==> src/rtl/traffic_sx.sv <==
// traffic_sx: Moore FSM for a highway / country-road intersection.
// Build macro CTRY_TIMEOUT_EN enables the country-green timeout and the post-handover S0 hold.
module traffic_sx #(
    parameter int Y2R_DELAY = 3,
    parameter int R2G_DELAY = 2,
    parameter int MAX_CG    = 8
) (
    input  logic       clk,
    input  logic       rst,
    input  logic       x,
    output logic [1:0] highway,
    output logic [1:0] country_road
);
    // state | meaning
    // S0    | highway green, country red (default, waits for x)
    // S1    | highway yellow, country red (Y2R_DELAY cycles)
    // S2    | all red clearance (R2G_DELAY cycles)
    // S3    | highway red, country green (while x)
    // S4    | highway red, country yellow (Y2R_DELAY cycles)
    typedef enum logic [2:0] {
        S0 = 3'd0,
        S1 = 3'd1,
        S2 = 3'd2,
        S3 = 3'd3,
        S4 = 3'd4
    } state_t;

    localparam logic [1:0] RED    = 2'b00;
    localparam logic [1:0] YELLOW = 2'b01;
    localparam logic [1:0] GREEN  = 2'b10;
    localparam logic [7:0] Y2R_LAST = 8'(Y2R_DELAY - 1);
    localparam logic [7:0] R2G_LAST = 8'(R2G_DELAY - 1);

    state_t     state;
    state_t     state_nxt;
    logic [7:0] timer;
    logic       go_s1;
    logic       leave_s3;

`ifdef CTRY_TIMEOUT_EN
    localparam logic [7:0] CG_LAST = 8'(MAX_CG - 1);
    // Set on S4 -> S0 so the highway keeps green for a minimum time; reset leaves it clear.
    logic hold_pend;

    assign go_s1    = x && (!hold_pend || (timer >= Y2R_LAST));
    assign leave_s3 = !x || (timer == CG_LAST);

    always_ff @(posedge clk) begin
        if (rst) begin
            hold_pend <= 1'b0;
        end else if ((state == S4) && (state_nxt == S0)) begin
            hold_pend <= 1'b1;
        end else if (state != S0) begin
            hold_pend <= 1'b0;
        end
    end
`else
    assign go_s1    = x;
    assign leave_s3 = !x;
`endif

    always_comb begin
        state_nxt = S0;
        case (state)
            S0:      state_nxt = go_s1 ? S1 : S0;
            S1:      state_nxt = (timer == Y2R_LAST) ? S2 : S1;
            S2:      state_nxt = (timer == R2G_LAST) ? S3 : S2;
            S3:      state_nxt = leave_s3 ? S4 : S3;
            S4:      state_nxt = (timer == Y2R_LAST) ? S0 : S4;
            default: state_nxt = S0;
        endcase
    end

    // Lamps are registered from the next state so they switch on the same edge as the state.
    always_ff @(posedge clk) begin
        if (rst) begin
            state        <= S0;
            timer        <= 8'd0;
            highway      <= GREEN;
            country_road <= RED;
        end else begin
            state <= state_nxt;
            if (state_nxt != state) begin
                timer <= 8'd0;
            end else if (timer != 8'hff) begin
                timer <= timer + 8'd1;
            end
            case (state_nxt)
                S1: begin
                    highway      <= YELLOW;
                    country_road <= RED;
                end
                S2: begin
                    highway      <= RED;
                    country_road <= RED;
                end
                S3: begin
                    highway      <= RED;
                    country_road <= GREEN;
                end
                S4: begin
                    highway      <= RED;
                    country_road <= YELLOW;
                end
                default: begin
                    highway      <= GREEN;
                    country_road <= RED;
                end
            endcase
        end
    end
endmodule

==> config.mk <==
export PLATFORM = sky130hd
export DESIGN_NAME = traffic_sx
export DESIGN_NICKNAME = d
export VERILOG_FILES = /design/src/rtl/traffic_sx.sv
export SDC_FILE = /design/constraint.sdc
export NUM_CORES = 1
export LEC_CHECK = 0
export BUFFER_PORTS_ARGS = -buffer_cell sky130_fd_sc_hd__buf_2
export CAP_MARGIN = 30
export CORE_UTILIZATION = 56
export DETAILED_ROUTE_END_ITERATION = 16
export GPL_ROUTABILITY_DRIVEN = 0
export PLACE_DENSITY = 0.76
export REMOVE_ABC_BUFFERS = 1
export SKIP_CTS_REPAIR_TIMING = 1
export SYNTH_ARGS = -nofsm -noshare
export SYNTH_HDL_FRONTEND = slang
export SYNTH_SLANG_ARGS = --single-unit
==> constraint.sdc <==
create_clock -name clk -period 2.19 [get_ports clk]
set_clock_uncertainty 0.1 [all_clocks]
set_input_delay 0.219 -clock clk [delete_from_list [all_inputs] [get_ports clk]]
set_output_delay 0.219 -clock clk [all_outputs]
set_load 0.02 [all_outputs]
==> metrics <==
run status=completed; clock tree from TritonCTS=yes; final-report hold violation count=0; Mapped Cells=91; Worst Setup Start Kind=flop; Pre-antenna DRT Iters=4; power dissipated by switching net loads=~0.14 mW; part of the cycle the worst path needs=0.812; total wire length after detailed routing=roughly 1500 um; Final nets=103; cell count of the worst hold path=2; actual slew at the worst max-slew pin=approximately 500 ps; CP bufs+invs=0; headroom to the max-slew limit=0.662; Max IR drop VDD=roughly 500 uV; ordered cell list for the critical path=nor4b_1, a2111oi_4, nand2_2, nor4_1; horizontal die dimension=around 40 um; arrival time reported for the critical path endpoint=1870 ps; area delta synth->final=6.24%; critical-path cell with the highest stage delay=sky130_fd_sc_hd__dfxtp_1; share of flip-flops with an asynchronous set or reset=0; category of cells accounting for the largest share of critical-path delay=flip-flops; antenna fix cells=0; maximum fanout along the worst path=13; share of post-route cells with drive strength above 1=0.135; number of DRC markers in iteration 0=23; via count of the first global-routing pass=573; prevailing post-synth register cell=sky130_fd_sc_hd__dfxtp_1; floorplan row count=13; mean area per synthesized cell=just under 9 um^2; Yosys top cell by area=sky130_fd_sc_hd__dfxtp_1; global routing usage summed across all routing layers=0.229; effective utilization at floorplan=0.609; antenna violations before repair=0; worst endpoint required time=around 2300 ps; average via count per standard cell=6.12; top cells by instance count after synthesis=15 x sky130_fd_sc_hd__dfxtp_1, 8 x sky130_fd_sc_hd__nor2_1, 5 x sky130_fd_sc_hd__a21oi_1, 5 x sky130_fd_sc_hd__nand2_1, 5 x sky130_fd_sc_hd__nor3_1; Post-synth EDFFs=0; setup total negative slack=0 ps; Clock Pin Slew Worst Setup and Hold Paths=around 80 ps; wire per inst=13.2 um; share of power burned in the clock network=0.294; height of the die=approximately 40 um; # DRC=0; post-route setup slack=between 400 and 500 ps; worst min-delay path class=input pin to flop; total power density per cell area=roughly 610 nW/um^2; critical path's largest stage delay=610 ps; number of max-slew violations in the final report=0; maximum achievable frequency=562 MHz; total congestion overflow=0; path type of the worst setup path=flop to flop; cell types with the largest area share after synthesis=sky130_fd_sc_hd__dfxtp_1 37%, sky130_fd_sc_hd__ha_1 4.7%, sky130_fd_sc_hd__nor4b_1 4.4%; min-delay src=rst; sequential cell fraction of total power=0.574; # H-tree levels=1; proportion of synthesized chip area in sequential cells=0.374; number of top-level pins=7; worst r2r src=state[1]; clock latency reported for the late side of the worst-skew pair=280 ps; pre-CTS WS=around 430 ps; count of cell instances traversed by the critical path=4; maximum number of pins on one net before global-route repair=14; setup-violating endpoint count in the final report=0; register-to-register setup slack=between 400 and 500 ps; Longest Clk Path Bufs=2; Antenna Violating Nets Remaining=0; RSZ-0062 raised after global routing=no; clock sinks=15; top-area cell type share of the netlist area=0.374; master cell of the clock root buffer=sky130_fd_sc_hd__clkbuf_4; sum of net half-perimeters after detailed placement=1060 um; area of the placeable core=around 1300 um^2; Cell Int Power=approximately 0.38 mW; first-pass GRT wire length=2350 um; maximum capacitance violations=0; time the final worst path needs with I/O delays and setup=approximately 1800 ps; path depth of the worst reg2reg path=4; switching portion of total power=0.265; number of port buffers=6; number of buffers inserted during clock tree synthesis=3; count of unique library cells instantiated by Yosys=34; most common cell in the netlist=sky130_fd_sc_hd__dfxtp_1; combinational group share of total power=0.132; total via count in the routed design=around 680; destination of the worst register-to-register timing path=timer[2]; type of destination of the critical path=flop; Synth Cell Area=802 um^2; die area=roughly 1600 um^2; flip-flop and latch count after synthesis=15; Warnings, synthesis=0; endpoint of the worst hold path=state[1]; cell leakage power=roughly 0.31 nW
-- how the worst max path moves through the flow --
| stage | from | to | slack (ps) |
|---|---|---|---|
| finish | state[1] | timer[2] | 410 |
| floorplan | state[1] | timer[0] | 630 |
| global placement | state[1] | timer[2] | 520 |
| global route | state[1] | timer[2] | 300 |
| CTS | state[1] | timer[2] | 410 |
| detailed placement | state[1] | timer[2] | 430 |
-- stage by stage --
step	instances	hold slack, ps	util	power [mW]	instance area (um^2)
final	111	127	0.647	0.518	852
after global routing	111	124	0.647	0.549	852
after global placement	107	414	0.626	0.370	825
after floorplan	86	191	-	0.352	776
after detailed placement	107	421	0.626	0.372	825
after CTS	111	121	0.647	0.523	852
-- flip-flops by register name, summed over array words and instances (netlist names) --
| signal | count |
|---|---|
| highway | 2 |
| country_road | 2 |
| state | 3 |
| timer | 8 |
-- power by group through the flow --
stage	registers [mW]	clock network, mW	logic [mW]
after floorplan	0.305	0	0.0466
after global placement	0.303	0	0.0668
after detailed placement	0.304	0	0.0679
after CTS	0.297	0.158	0.0682
after global routing	0.300	0.170	0.0787
final	0.298	0.152	0.0683
-- layout by cell type, fill, tap and decap left out, drive strengths merged, types with 2 or more instances in the layout --
cell / instances
nor2: 8
a21oi: 5
dfxtp: 15
inv: 4
nor3: 5
a211oi: 3
nor4: 4
nor4b: 4
nand4: 3
a31oi: 2
nor2b: 3
o21ai: 2
nand3: 4
nand2: 6
buf: 6
ha: 3
clkbuf: 3
and3: 2
-- layer usage --
metal / vias up / GRT usage / share of wire
met2: 20 / 0.340 / 0.41
met5: - / 0 / 0
li1: 349 / - / -
met3: 4 / 0.125 / 0.063
met4: 0 / 0.0948 / 0.012
met1: 306 / 0.268 / 0.51
-- kinds of logic (layout without fill, tap and decap cells) --
family | count (synthesis) | in the layout | share of synthesized area
AND/OR/NAND/NOR | 41 | 41 | 0.300
flip-flops | 15 | 15 | 0.374
XOR/XNOR | 2 | 2 | 0.0218
buffers and inverters | 9 | 14 | 0.0515
AO/OA/AOI/OAI | 20 | 20 | 0.193
adder cells (fa/ha/maj) | 3 | 3 | 0.0468
multiplexers | 1 | 1 | 0.0125
-- final cells by class --
class / count / area, um^2
clock inverter: 1 / 5.00
timing repair buffer: 6 / 30.0
fill: 110 / 465
tap: 15 / 18.8
sequential: 15 / 300
clock buffer: 3 / 22.5
inverter: 4 / 15.0
multi-input combinational: 67 / 460
No activity file was read; power rests on OpenSTA's default activity.
